==> src/rtl/reg_file_mp_pkg.sv <==
// Shared types and helpers for the multi-port register file and its scoreboard.
package reg_file_mp_pkg;

  typedef logic [31:0] uint32;

  localparam int unsigned REG_ZERO = 0;

  // Address width for a given register count (at least one bit).
  function automatic int unsigned reg_aw(input int unsigned nregs);
    return (nregs > 1) ? $clog2(nregs) : 1;
  endfunction

  localparam int unsigned REG_AW = reg_aw(32);

  typedef logic [REG_AW-1:0] regId_t;

endpackage

==> src/rtl/reg_scoreboard.sv <==
// Per-register busy vector: set at issue, cleared at writeback, set wins on a tie.
module reg_scoreboard
  import reg_file_mp_pkg::*;
#(
  parameter int unsigned NREGS  = 32,
  parameter int unsigned NREAD  = 2,
  parameter int unsigned NWRITE = 1,
  parameter int unsigned BYPASS = 1
) (
  input  logic                                   clk,
  input  logic                                   rst,
  input  logic                                   set_en,
  input  logic [reg_aw(NREGS)-1:0]               set_addr,
  input  logic [NWRITE-1:0]                      wr_en,
  input  logic [NWRITE-1:0][reg_aw(NREGS)-1:0]   wr_addr,
  input  logic [NREAD-1:0][reg_aw(NREGS)-1:0]    rd_addr,
  output logic [NREAD-1:0]                       rd_busy
);

  localparam int unsigned AW = reg_aw(NREGS);

  logic [NREGS-1:0] busy;
  logic [NREGS-1:0] busy_next;

  always_comb begin
    busy_next = busy;
    for (int unsigned w = 0; w < NWRITE; w++) begin
      if (wr_en[w] && (wr_addr[w] != AW'(REG_ZERO))) busy_next[wr_addr[w]] = 1'b0;
    end
    if (set_en && (set_addr != AW'(REG_ZERO))) busy_next[set_addr] = 1'b1;
    busy_next[REG_ZERO] = 1'b0;
  end

  always_ff @(posedge clk) begin
    if (rst) busy <= '0;
    else     busy <= busy_next;
  end

  for (genvar r = 0; r < NREAD; r++) begin : g_rd
    logic written;
    logic busy_rd;
    always_comb begin
      written = 1'b0;
      for (int unsigned w = 0; w < NWRITE; w++) begin
        if (wr_en[w] && (wr_addr[w] == rd_addr[r])) written = 1'b1;
      end
      // A pending writeback clears the hazard early unless a new producer is issued.
      if (rd_addr[r] == AW'(REG_ZERO))
        busy_rd = 1'b0;
      else if ((BYPASS != 0) && written && !(set_en && (set_addr == rd_addr[r])))
        busy_rd = 1'b0;
      else
        busy_rd = busy[rd_addr[r]];
    end
    assign rd_busy[r] = busy_rd;
  end

endmodule

==> src/rtl/reg_file_mp.sv <==
// Multi-port integer register file with x0 hardwired to zero, optional bypass and busy scoreboard.
module reg_file_mp
  import reg_file_mp_pkg::*;
#(
  parameter int unsigned XLEN   = 32,
  parameter int unsigned NREGS  = 32,
  parameter int unsigned NREAD  = 2,
  parameter int unsigned NWRITE = 1,
  parameter int unsigned BYPASS = 1
) (
  input  logic                                  clk,
  input  logic                                  rst,
  input  logic [NREAD-1:0][reg_aw(NREGS)-1:0]   rd_addr,
  output logic [NREAD-1:0][XLEN-1:0]            rd_data,
  output logic [NREAD-1:0]                      rd_busy,
  input  logic [NWRITE-1:0]                     wr_en,
  input  logic [NWRITE-1:0][reg_aw(NREGS)-1:0]  wr_addr,
  input  logic [NWRITE-1:0][XLEN-1:0]           wr_data,
  input  logic                                  busy_set_en,
  input  logic [reg_aw(NREGS)-1:0]              busy_set_addr
);

  localparam int unsigned AW = reg_aw(NREGS);

  logic [XLEN-1:0] regs [NREGS-1:1];

  // Ascending port order makes the highest-numbered port win a collision.
  always_ff @(posedge clk) begin
    if (rst) begin
      for (int unsigned i = 1; i < NREGS; i++) regs[i] <= '0;
    end else begin
      for (int unsigned w = 0; w < NWRITE; w++) begin
        if (wr_en[w] && (wr_addr[w] != AW'(REG_ZERO))) regs[wr_addr[w]] <= wr_data[w];
      end
    end
  end

  for (genvar r = 0; r < NREAD; r++) begin : g_rd
    logic [XLEN-1:0] data_rd;
    always_comb begin
      if (rd_addr[r] == AW'(REG_ZERO)) data_rd = '0;
      else                             data_rd = regs[rd_addr[r]];
      if ((BYPASS != 0) && (rd_addr[r] != AW'(REG_ZERO))) begin
        for (int unsigned w = 0; w < NWRITE; w++) begin
          if (wr_en[w] && (wr_addr[w] == rd_addr[r])) data_rd = wr_data[w];
        end
      end
    end
    assign rd_data[r] = data_rd;
  end

  reg_scoreboard #(
    .NREGS  (NREGS),
    .NREAD  (NREAD),
    .NWRITE (NWRITE),
    .BYPASS (BYPASS)
  ) u_scoreboard (
    .clk      (clk),
    .rst      (rst),
    .set_en   (busy_set_en),
    .set_addr (busy_set_addr),
    .wr_en    (wr_en),
    .wr_addr  (wr_addr),
    .rd_addr  (rd_addr),
    .rd_busy  (rd_busy)
  );

endmodule

==> config.mk <==
export PLATFORM = sky130hd
export DESIGN_NAME = reg_file_mp
export DESIGN_NICKNAME = d
export VERILOG_FILES = /design/src/rtl/reg_file_mp_pkg.sv /design/src/rtl/reg_scoreboard.sv /design/src/rtl/reg_file_mp.sv
export SDC_FILE = /design/constraint.sdc
export NUM_CORES = 2
export LEC_CHECK = 0
export CAP_MARGIN = 30
export CORE_MARGIN = 2
export CORE_UTILIZATION = 45
export DETAILED_ROUTE_END_ITERATION = 6
export GPL_TIMING_DRIVEN = 1
export PLACE_DENSITY = 0.71
export SLEW_MARGIN = 10
export SYNTH_ARGS = -nofsm -noshare
export SYNTH_HDL_FRONTEND = slang
export SYNTH_SLANG_ARGS = --single-unit
==> constraint.sdc <==
create_clock -name clk -period 3.9 [get_ports clk]
set_input_delay 0.39 -clock clk [delete_from_list [all_inputs] [get_ports clk]]
set_output_delay 0.39 -clock clk [all_outputs]
set_load 0.01 [all_outputs]
* Word-level counts from Yosys, hierarchy flattened *
Memory sizes are Yosys's and may differ from the RTL's.
Cells that the tools add are included.

word-level totals
  register bits after elaboration = 32
  bits in writable memories = 992
  input bits = 56
  output and inout port bits = 66
  logic and storage cells = 65
  memories = 1

operators by class
  $lt $le $gt $ge = 6
  equality and inequality tests = 4
  multiplexer cells = 30
  bitwise gates (word level) = 3
  reduce and logical (&&, ||, !) cells = 19

memories
  name  words  bits a word  read ports  clocked after Yosys merged registers in  write ports  line               source
  regs  31     32           2           0                                        31           reg_file_mp.sv:25  logic [XLEN-1:0] regs [NREGS-1:1];

operator list
  operator                                                                number
  32-bit two-way mux                                                      9
  32-bit bitwise AND                                                      1
  32-bit NOT                                                              1
  32-bit OR                                                               1
  32-bit OR reduction                                                     1
  5-bit by 6-bit < comparator with 1-bit output (second input constant)   4
  5-bit equality test                                                     4
  5-bit nonzero test                                                      4
  1-bit two-way mux                                                       16
  1-bit binary-select mux with 5-bit select                               2
  1-bit demux with 5-bit select                                           2
  5-bit by 1-bit >= comparator with 1-bit output (second input constant)  2
  1-bit logical AND                                                       10
  5-bit logical NOT                                                       2
  5-bit two-way mux                                                       1
  1-bit logical NOT                                                       2

* Depth between registers and ports, before layout *
  depth after elaboration = 9
  mapped depth = 11
  depth with buffers taken out = 5

* Hierarchy *
From an unflattened synthesis, not the netlist that was laid out.

unflattened totals
  cells, all modules = 4438
  area total of the unflattened synthesis = 58188.3 µm²

by module, submodules not included
  module          instances  cells an instance  area each (µm²)  sequential area each (µm²)
  reg_file_mp     1          4159               56023.7          30749.5
  reg_scoreboard  1          279                2164.6           620.6

* Least setup slack after synthesis *
No wires, ideal clock.

  kind = input-to-reg
  start point = input wr_addr[0] (netlist name)
  end point = memory regs[24][0] (enable)
  setup time = 0.429 ns
  data arrival time = 2.676 ns
  required time = 3.471 ns
  setup slack = 0.795 ns
  cell stages on the path = 4
  buffers on the path = 1
  cell sequence = clkbuf_1 -> nor2_1 -> nand3_1 -> o21bai_1

RTL lines
  element      line               source
  from (decl)  reg_file_mp.sv:17  input logic [NWRITE-1:0][reg_aw(NREGS)-1:0] wr_addr,
  to (decl)    reg_file_mp.sv:25

==> impl_results.md <==
- Post-Synth Simple-Gate Area: 14.85%
- Final #Nets: 4237
- Outcome: complete, but fails checks
- Crit path buf inv count: 3
- CTS root buf: clkbuf_16
- Clock skew: 0 ns
- Finished Cell Area: 65010 um^2
- Initial Utilization: 45.29%
- Synth Area in XOR/XNOR: less than 1%
- Setup crit start kind: input pin
- WS Path Type: input pin to primary output
- Post-synth cell types: 50
- Area Growth Syn to Fin: 14.31%
- Sequence of cells on the critical path: clkdlybuf4s50_1 > or2_2 > nor2_4 > buf_4 > a22o_1 > or4_1 > a31oi_1 > clkdlybuf4s50_1
- Critical path arrival: about 3.5 ns
- Power Density: a little over 400 nW/um^2
- Post-DR wirelength/cell: 30.56 um
- Buffers on Ports: about 120
- Die ar.: 129200 um^2
- Number of max-cap violations: 0
- Synth Area in Compound Gates: 5.947%
- Main synth FF type: edfxtp_1
- Pins over their slew limit: 0
- TritonCTS clock tree: done
- Tcrit/Tclk final: 100.3%
- Placed cell area: 61670 um^2
- Smallest setup slack after layout: -0.01007 ns
- Post-synthesis mux area share: 19.99%
- Top delay family on crit path: buffers and inverters
- Post-place setup slack: -0.08696 ns
- Post-synth EDFFs: 1024
- Vias in the first global route: 38290
- Cell area after synthesis: 56870 um^2
- Final worst path period need: 3.910 ns
- VDD IR max: 332.8 uV
- Synth area leaders: edfxtp_1 (54%), mux4_2 (16%), and2_1 (11%), mux2i_1 (2.9%), clkbuf_1 (2.0%)
- Routed vias/inst: approximately 6.4
- IO Pins: 122
- Worst R2R Setup Slack: roughly 3.2 ns
- Leakage power: 0.02250 uW
- Global placer's final weighted congestion: between 0.9 and 1
- Yosys top cell by area: edfxtp_1
- Pin count of the biggest net entering global routing: between 60 and 70
- Layout Utilization: 51.77%
- First-pass GRT wire length: about 260000 um
- Fmax: 255.8 MHz
- Num CTS Buffers: 106
- Starting DRT DRC Count: 5350
- Vias: 38010
- Worst slew pin tran: 0.9408 ns
- Failing checks: setup timing
- Die width: 359.5 um
- Slowest-stage cell, CP: clkdlybuf4s50_1
- Final Hold Violating Endpoints: 0
- Antenna Nets Post-Route: 0
- CP max FO: 17
- Synth warn: 0
- Worst EP required: 3.51 ns
- CP endpoint kind: primary output
- Sequential share of the synthesized area: 55.16%
- Clk slew on worst S/H paths: 0.06 ns
- Sink Count: about 1100
- GRT Total Usage: 27.72%
- H-tree Lvls: 3
- Max incr delay on CP: 0.62 ns
- Crit path top cell by count: clkdlybuf4s50_1
- Top cell type's share of synthesized area: ~54%
- First-pass DRT Iterations: 6
- Initial antenna violation count: 10
- Die H: 359.5 um
- Clk_lat worst skew: 0.70 ns
- Clock tree buffer depth: 3
- Cell count after synthesis: about 4100
- Adder-cell share of the synthesized area: 0%
- Core box area: 125600 um^2
- Post-synthesis async set-or-reset flop share: 0%
- Hold crit path type: flop to flop
- Largest family of logic cells by synthesized area: multiplexers
- Residual DRC: 0
- Total grt overflow: 0
- Most frequent cells in the layout: edfxtp_1 (1024), and2_1 (995), mux4_2 (400)
- Yosys reg bits: 1055
- Layout cell share with drive strength beyond 1: around 23%
- Drt total wl: 180800 um
- Cell Rows: 130
- Pwr Total: 27030 uW
- RSZ-0062 raised after global routing: false
- Syn avg cell area: between 10 and 15 um^2
- Slew HR: 37.08%
- Commonest non-fill, non-tap cell in the layout: edfxtp_1
- Dpl hpwl: 117100 um
- Final Setup Violations: 1
- Total negative slack: -0.01007 ns
Yosys cell counts, types with 31 or more instances:
library cell	count
nand2b_1	39
mux4_2	400
a21oi_1	41
o22a_1	32
nor2_1	123
clkbuf_1	308
a22o_1	32
buf_4	45
buf_2	66
edfxtp_1	1024
nand2_1	48
a211oi_1	32
dfxtp_1	31
or4_1	51
a31oi_1	52
mux2_2	64
nor2b_1	36
and2_1	995
inv_1	32
mux2i_1	164
o22ai_1	140
nand4_1	33
a22oi_1	33
o21ai_0	82
state kept, by name, indices dropped and copies added (netlist names):
name and count:
regs 1024, u_scoreboard.busy 31
worst reg2reg max path, stage by stage, from the launching register on:
cell     delay [ns]
dfxtp_1        0.33
a22oi_1        0.21
nor2_1         0.06
final timing paths:
| path | endpoint | startpoint | depth (start not counted) |
|---|---|---|---|
| hold reg to reg | u_scoreboard.busy[19] | u_scoreboard.busy[19] | 2 |
| hold / removal | u_scoreboard.busy[19] | u_scoreboard.busy[19] | 2 |
| setup / recovery | rd_data[30] | rd_addr[2] | 8 |
| setup reg to reg | u_scoreboard.busy[12] | u_scoreboard.busy[12] | 2 |
kinds of logic after synthesis:
logic type | count (synthesis)
buf+inv | 472
simple gates | 1405
xor+xnor | 20
compound gates | 505
flops | 1055
mux | 628
other cells | 1
where the power goes:
group | total [uW] | switching, uW | internal [uW]
clock | 9970 | 4400 | 5580
sequential | 13400 | 305 | 13100
combinational | 3690 | 2060 | 1630
routing by layer:
metal  wire [um]  track usage [%]  part of all wire [%]  up-vias
li1            -                -                     -    15740
met1       66540            36.08                    37    19330
met2       84870            44.14                    47     2467
met3       21280            6.905                    12      466
met4        8014            12.23                   4.4        8
met5          44                0                 0.024        -
final cells by class:
cell class,instances,area [um^2]
tap,1650,2064
sequential,1055,31370
antenna,2,5.005
fill,10220,60560
clock buffer,133,2796
multi-input combinational,2590,23860
clock inverter,56,500.5
inverter,32,120.1
timing repair buffer,396,4299
metrics by stage:
step | instances | hold slack [ns]
after floorplan | 4117 | 0.4518
after global placement | 5722 | 0.4667
after detailed placement | 5723 | 0.4763
after CTS | 5912 | 0.4549
after global routing | 5912 | 0.5074
final | 5914 | 0.4846
repair_timing:
action | in CTS | in global routing
hold buffers | 0 | 0
cloned | 0 | 0
setup endpoints to repair | 3 | 3
resized for setup | 3 | 4
buffers inserted | 0 | 0
Power figures use the tool's default switching activity.
